## config.mk

```make
export PLATFORM = sky130hd
export DESIGN_NAME = overlay_c2x2_result_collector
export DESIGN_NICKNAME = d
export VERILOG_FILES = /design/src/rtl/overlay_c2x2_result_collector.sv
export SDC_FILE = /design/constraint.sdc
export NUM_CORES = 1
export LEC_CHECK = 0
export BUFFER_PORTS_ARGS = -buffer_cell sky130_fd_sc_hd__clkbuf_2
export CAP_MARGIN = 20
export CORE_MARGIN = 2
export CORE_UTILIZATION = 55
export CTS_CLUSTER_DIAMETER = 60
export CTS_CLUSTER_SIZE = 8
export DETAILED_ROUTE_END_ITERATION = 6
export PLACE_DENSITY = 0.75
export SLEW_MARGIN = 20
export SYNTH_ARGS = -nofsm -noshare
export SYNTH_HDL_FRONTEND = slang
export SYNTH_SLANG_ARGS = --single-unit
export TNS_END_PERCENT = 1
```

## constraint.sdc

```tcl
create_clock -name clk -period 2.8 [get_ports clk]
set_input_delay 0.28 -clock clk [delete_from_list [all_inputs] [get_ports clk]]
set_output_delay 0.28 -clock clk [all_outputs]
set_load 0.03 [all_outputs]
```

## src/rtl/overlay_c2x2_result_collector.sv

```systemverilog
// ---------------------------------------------------------------------------
// overlay_c2x2_result_collector
//
// Reader side of the C2x2 16x16 SIMD MAC overlay. Every accepted operand issue
// is tracked through a PIPE_LAT-deep {valid, mode} shift register. The overlay's
// registered sum/carry outputs are captured on the exact edge the issue reaches
// the end of that pipe. Captured results are queued in a first-word-fall-through
// FIFO and unpacked into 1/2/4 carry-extended lanes on the way out. Issue is
// throttled by credits because the overlay itself cannot stall.
//
// Ports
//   clk         in   1   rising-edge clock
//   reset       in   1   asynchronous, active-low reset
//   iss_valid   in   1   operands are driven to the overlay this cycle
//   iss_mode    in   2   SIMD mode of this issue
//   iss_ready   out  1   credit available, issue permitted this cycle
//   ovl_s       in   32  overlay S_reg
//   ovl_carry   in   4   overlay result_SIMD_carry_out_reg
//   res_valid   out  1   FIFO head is valid
//   res_ready   in   1   consumer accepts the head
//   res_data    out  36  lane-unpacked head result (0 when res_valid=0)
//   res_mode    out  2   mode of the head entry (0 when res_valid=0)
//   fifo_level  out  3   FIFO occupancy, 0..FIFO_DEPTH
//   drop_err    out  1   sticky: iss_valid seen while iss_ready=0
// ---------------------------------------------------------------------------
module overlay_c2x2_result_collector #(
  parameter int PIPE_LAT   = 3,
  parameter int FIFO_DEPTH = 4
) (
  input  logic                               clk,
  input  logic                               reset,
  input  logic                               iss_valid,
  input  logic [1:0]                         iss_mode,
  output logic                               iss_ready,
  input  logic [31:0]                        ovl_s,
  input  logic [3:0]                         ovl_carry,
  output logic                               res_valid,
  input  logic                               res_ready,
  output logic [35:0]                        res_data,
  output logic [1:0]                         res_mode,
  output logic [$clog2(FIFO_DEPTH+1)-1:0]    fifo_level,
  output logic                               drop_err
);

  localparam int AW = (FIFO_DEPTH > 1) ? $clog2(FIFO_DEPTH) : 1;
  localparam int LW = $clog2(FIFO_DEPTH + 1);
  localparam int CW = $clog2(PIPE_LAT + FIFO_DEPTH + 1);

  typedef struct packed {
    logic [1:0]  mode;
    logic [3:0]  c;
    logic [31:0] s;
  } entry_t;

  logic [PIPE_LAT-1:0] pipe_valid;
  logic [1:0]          pipe_mode [PIPE_LAT];

  entry_t              mem [FIFO_DEPTH];
  entry_t              head;
  logic [AW-1:0]       wr_ptr;
  logic [AW-1:0]       rd_ptr;
  logic [LW-1:0]       level;

  logic [CW-1:0]       inflight;
  logic [CW-1:0]       credits_used;
  logic                issue;
  logic                capture;
  logic                pop;

  // Credits: every slot the overlay could still hand us (in flight) plus every
  // queued entry consumes one. Only registered state feeds this, so a pop made
  // this cycle returns its credit on the following cycle.
  always_comb begin
    inflight = '0;
    for (int i = 0; i < PIPE_LAT; i++) begin
      inflight = inflight + CW'(pipe_valid[i]);
    end
    credits_used = inflight + CW'(level);
  end

  assign iss_ready  = credits_used < CW'(FIFO_DEPTH);
  assign issue      = iss_valid & iss_ready;
  assign capture    = pipe_valid[PIPE_LAT-1];
  assign res_valid  = level != '0;
  assign pop        = res_valid & res_ready;
  assign fifo_level = level;

  // Tracking pipe mirrors the overlay latency; a rejected issue never enters.
  always_ff @(posedge clk or negedge reset) begin
    if (!reset) begin
      pipe_valid <= '0;
      for (int i = 0; i < PIPE_LAT; i++) begin
        pipe_mode[i] <= 2'b00;
      end
    end else begin
      pipe_valid[0] <= issue;
      pipe_mode[0]  <= iss_mode;
      for (int i = 1; i < PIPE_LAT; i++) begin
        pipe_valid[i] <= pipe_valid[i-1];
        pipe_mode[i]  <= pipe_mode[i-1];
      end
    end
  end

  // Storage needs no reset: entries are only visible while level says so.
  always_ff @(posedge clk) begin
    if (capture) begin
      mem[wr_ptr] <= '{mode: pipe_mode[PIPE_LAT-1], c: ovl_carry, s: ovl_s};
    end
  end

  // Pointers wrap naturally because FIFO_DEPTH is a power of two.
  always_ff @(posedge clk or negedge reset) begin
    if (!reset) begin
      wr_ptr <= '0;
      rd_ptr <= '0;
      level  <= '0;
    end else begin
      if (capture) begin
        wr_ptr <= wr_ptr + AW'(1);
      end
      if (pop) begin
        rd_ptr <= rd_ptr + AW'(1);
      end
      case ({capture, pop})
        2'b10:   level <= level + LW'(1);
        2'b01:   level <= level - LW'(1);
        default: level <= level;
      endcase
    end
  end

  always_ff @(posedge clk or negedge reset) begin
    if (!reset) begin
      drop_err <= 1'b0;
    end else if (iss_valid && !iss_ready) begin
      drop_err <= 1'b1;
    end
  end

  // Lane unpacking of the head entry; mode 11 is reserved and decodes as 00.
  assign head = mem[rd_ptr];

  always_comb begin
    res_data = '0;
    res_mode = 2'b00;
    if (res_valid) begin
      res_mode = head.mode;
      case (head.mode)
        2'b01:   res_data = {2'b00, head.c[3], head.s[31:16], head.c[1], head.s[15:0]};
        2'b10:   res_data = {head.c[3], head.s[31:24], head.c[2], head.s[23:16],
                             head.c[1], head.s[15:8],  head.c[0], head.s[7:0]};
        default: res_data = {3'b000, head.c[3], head.s};
      endcase
    end
  end

  // The overlay cannot stall, so a capture into a full FIFO would lose data;
  // credit control must make this impossible.
  assert property (@(posedge clk) disable iff (!reset)
                   !(capture && (level == LW'(FIFO_DEPTH))));

endmodule
```

# Yosys cells after proc, flatten, opt, wreduce, memory -nomap -nowiden
# Memory sizes are Yosys's and may differ from the RTL's.
# Cells that the tools add are included.
classes:
  bitwise: 2
  reduce_logical: 4
  mux: 6
  n_addsub: 7
  magnitude_cmp: 1
  n_eq_ne: 4
ops:
  columns: ["cell", "count"]
  rows:
  - ["36-bit one-hot mux with 2 select lines", 1]
  - ["36-bit 2-to-1 mux", 1]
  - ["3-bit one-hot mux with 2 select lines", 1]
  - ["2-bit by 1-bit adder with 2-bit output (second input constant)", 2]
  - ["2-bit by 1-bit == test with 1-bit output (second input constant)", 2]
  - ["2-bit == test (second input constant)", 2]
  - ["2-bit by 1-bit adder with 3-bit output", 1]
  - ["3-bit by 1-bit adder with 3-bit output (second input constant)", 1]
  - ["3-bit adder", 1]
  - ["3-bit less-than comparator (second input constant)", 1]
  - ["3-bit nonzero test", 1]
  - ["3-bit by 1-bit subtractor with 3-bit output (second input constant)", 1]
  - ["1-bit by 1-bit adder with 2-bit output", 1]
  - ["1-bit AND", 2]
  - ["1-bit 2-to-1 mux", 2]
  - ["2-bit 2-to-1 mux", 1]
  - ["2-bit nonzero test", 1]
  - ["1-bit logical AND", 1]
  - ["1-bit logical NOT", 1]
word_totals:
  ramBits: 152
  regBits: 17
  inputBits: 42
  out_inout_bits: 44
  n_memories: 1
  elab_cells: 33
memory_table:
  columns: ["memory", "depth", "word_bits", "read_ports", "rd_clocked_by_memory_dff", "write_ports", "line_no", "text"]
  rows:
  - ["mem", 4, 38, 1, 0, 1, "58", "entry_t mem [FIFO_DEPTH];"]

# Depth between registers and ports, before layout
logic_depth:
  word_depth: 6
  ltp_mapped: 11
  ltp_nobuf: 9

# Worst setup path after synthesis
# OpenSTA, ideal clock, no wires.
synth_path:
  path_type: "reg-to-output"
  from: "register rd_ptr[0]"
  to: "output res_data[31]"
  path_stages_with_launch: 9
  n_path_buf: 4
  setup_slack_ps: -198
  t_required_ps: 2520
  t_arrival_ps: 2718
  path_cell_list: "dfrtp_1 -> buf_6 -> buf_4 -> mux4_2 -> inv_1 -> ha_1 -> clkbuf_1 -> clkbuf_1 -> a221oi_1"
synth_between:
  elab_chain_cells: 4
  elab_cells_between_ends: 5
  cone_classes: "2 x eq/ne; 2 x mux; 1 x memory"
synth_rtl:
  columns: ["item", "line_no", "text"]
  rows:
  - ["start: declaration", "61", "logic [AW-1:0] rd_ptr;"]
  - ["start signal: assignment", "123", "rd_ptr <= rd_ptr + AW'(1);"]
  - ["memory read 4 x 38 bit *", null, null]
  - ["2-bit == test or 2-bit by 1-bit == test with 1-bit output (tied branches)", "149", "case (head.mode)"]
  - ["36-bit one-hot mux with 2 select lines *", "149", null]
  - ["36-bit 2-to-1 mux *", "147", "if (res_valid) begin"]
  - ["end: declaration", "39", "output logic [35:0] res_data,"]
# Mark *: on every way between the ends. The rest lies on a longest branch, timed or not.

# Final worst setup path
layout_path:
  from: "register rd_ptr[0]"
  to: "output res_data[16]"
# The elaborated chain is that of the path after synthesis.

==> flow_summary.toml <==
[clock_tree]
cts_tree = "done"
clk_path_buf_depth = 2
cts_sinks = 169
cts-root-buf = "clkbuf_16"
path_clk_slew_ns = 0.06
clk_latency_ns = 0.42
cts_buffers = 17
ctsHtreeMaxLevel = 4

[synthesis]
ys_ff_latch = 169
ys_seq_area_frac = 0.689
netlist_area_mm2 = 0.00724
ys.warnings.count = 0
synth_cell_types = 34
syn_area_per_cell_um2 = 17.7
synth_nets = 460
syn_inst = 408

[timing]
grt_setup_unrepaired = "yes"
setup-violations-final = 1
fin_crit_ns = 2.82
finalMaxSlewViolations = 0
timing.hold.ws_ns = 0.0768
clock_skew_ns = 0.00530
setup_slack_ns = -0.0211
max_clock_freq_mhz = 354
fin_setup_tns_ns = -0.0211
worstMarginPinSlew_ns = 0.572
finalHoldViolCount = 0
slew_headroom = 0.619
period_share = 1.01

[global_routing]
grt_pass1_wl_mm = 22.9
grt_usage = 0.220
antenna_found_initial = 1
gr-total-overflow = 0
grt_max_degree = 34
grt_pass1_vias = 4296

[die]
core-area_mm2 = 0.0127
std_cell_rows = 41
die_h_um = 119
fp.dieW_um = 119
die_area_mm2 = 0.0141
initial_utilization = 0.569
ios = 86

[critical_path]
critPathKind = "flip-flop to output pin"
path_max_fanout = 8
reg2reg_slack_ns = 0.62
crit_required_ns = 2.52
critPathCaptureType = "output pin"
arrival_ns = 2.54
startpoint_type = "flip-flop"

[placed_design]
hpwl_mm = 9.50
gp_congestion = 0.899
place_area_mm2 = 0.00793
pre_cts_ws_ns = 0.255
io_buffers = 85

[route]
drt_iter0_markers = 382
wl_per_cell_um = 21.0
drc = 0
via_per_inst = 5.99
antenna_left = 0
vias = 4194
wl_mm = 14.7
first_pass_iters = 5

[outcome]
violations = "setup timing"
status = "finished with violations"

[layout]
drive_gt1_frac = 0.461
nNetsFinal = 566
final.fill_count = 849
syn_to_final_growth_pct = 22.4
fin_area_mm2 = 0.00886
layout_common_cells = "edfxtp_1 (152), clkbuf_2 (64), mux4_2 (34)"
final_common_cell = "edfxtp_1"

[job]
max_cap_viol_count = 0

[hold_path]
min_path_type = "input pin to flip-flop"
-- cell families after synthesis --
family                     after synthesis  synth area share
DFF                                    169             0.689
adders and majority gates               10            0.0194
xor gates and xnor gates                 6           0.00726
AOI/OAI and AO/OA                       62            0.0562
and+or+nand+nor                         53            0.0353
buffers and inverters                   39            0.0263
muxes                                   69             0.166
-- timing repair --
action,CTS,global route
gates resized for setup,25,53
pin swaps,1,8
hold buffers,3,0
endpoints found under the hold margin,19,0
endpoints found under the setup margin,25,28
setup buffers,0,5
-- cells in the mapped netlist --
master	number	area [um2]
or3_1	1	6.26
a21boi_0	1	7.51
xor2_1	4	35.0
buf_12	1	20.0
ha_1	8	100
buf_6	1	11.3
buf_2	9	45.0
mux2i_1	2	20.0
and2_1	14	87.6
and3_1	1	6.26
nor2_1	13	48.8
a21oi_1	15	75.1
edfxtp_1	152	4560
nor2b_1	2	12.5
nand2_1	17	63.8
a22oi_1	10	75.1
mux2_2	30	338
clkbuf_1	13	48.8
xnor2_1	2	17.5
a31o_2	1	8.76
and3b_1	1	8.76
o21ai_0	18	90.1
mux4_1	3	78.8
mux4_2	34	766
a222oi_1	1	10.0
nor3_1	2	10.0
buf_4	2	15.0
fa_1	2	40.0
nand3_1	1	5.00
or2_2	1	6.26
inv_1	12	45.0
a221oi_1	16	140
dfrtp_1	17	425
clkbuf_2	1	5.00
-- layout make-up --
type	count	area, um2	share of cell area
antenna	1	2.50	0.000283
clock buffer	23	532	0.0600
clock inverter	9	82.6	0.00932
tap	172	215	0.0243
sequential	169	4990	0.564
timing repair buffer	114	748	0.0845
multi-input combinational	200	2240	0.253
inverter	12	45.0	0.00509
-- path summary, 6_finish.rpt --
path                               startpoint             to  cells past startpoint
worst max-delay path                rd_ptr[0]   res_data[16]                      6
worst min-delay path                ovl_s[18]     mem[2][18]                      1
worst max register to register  fifo_level[0]  fifo_level[2]                     11
worst min register to register   pipe_mode[5]   pipe_mode[3]                      0
max in group asynchronous               reset      rd_ptr[0]                      2
min in group asynchronous               reset       drop_err                      2
-- state kept, by name (all words and copies together) (netlist names) --
register    count
mem           152
pipe_mode       6
fifo_level      3
pipe_valid      3
rd_ptr          2
wr_ptr          2
drop_err        1
-- layer usage --
layer | share of wire | vias up | global-route usage | wire [um]
li1 | - | 1850 | - | -
met1 | 0.41 | 2137 | 0.287 | 6010
met2 | 0.50 | 183 | 0.360 | 7440
met3 | 0.072 | 24 | 0.0603 | 1060
met4 | 0.015 | 0 | 0.0699 | 218
met5 | 0 | - | 0 | 0
-- per-stage QoR --
step | cells | util
2_1_floorplan | 408 | -
3_3_place_gp | 659 | 0.624
3_5_place_dp | 659 | 0.624
4_1_cts | 694 | 0.681
5_1_grt | 699 | 0.696
6_report | 700 | 0.696
-- critical path, stage by stage (launching register included) --
cell      delay (ns)
dfrtp_2         0.42
mux4_2          0.57
ha_4            0.21
and2_4          0.20
a222oi_1        0.40
a21oi_1         0.13
clkbuf_2        0.20
Power is not shown: default switching activity piles up to over one toggle a cycle in this logic, so the estimate is an artifact.
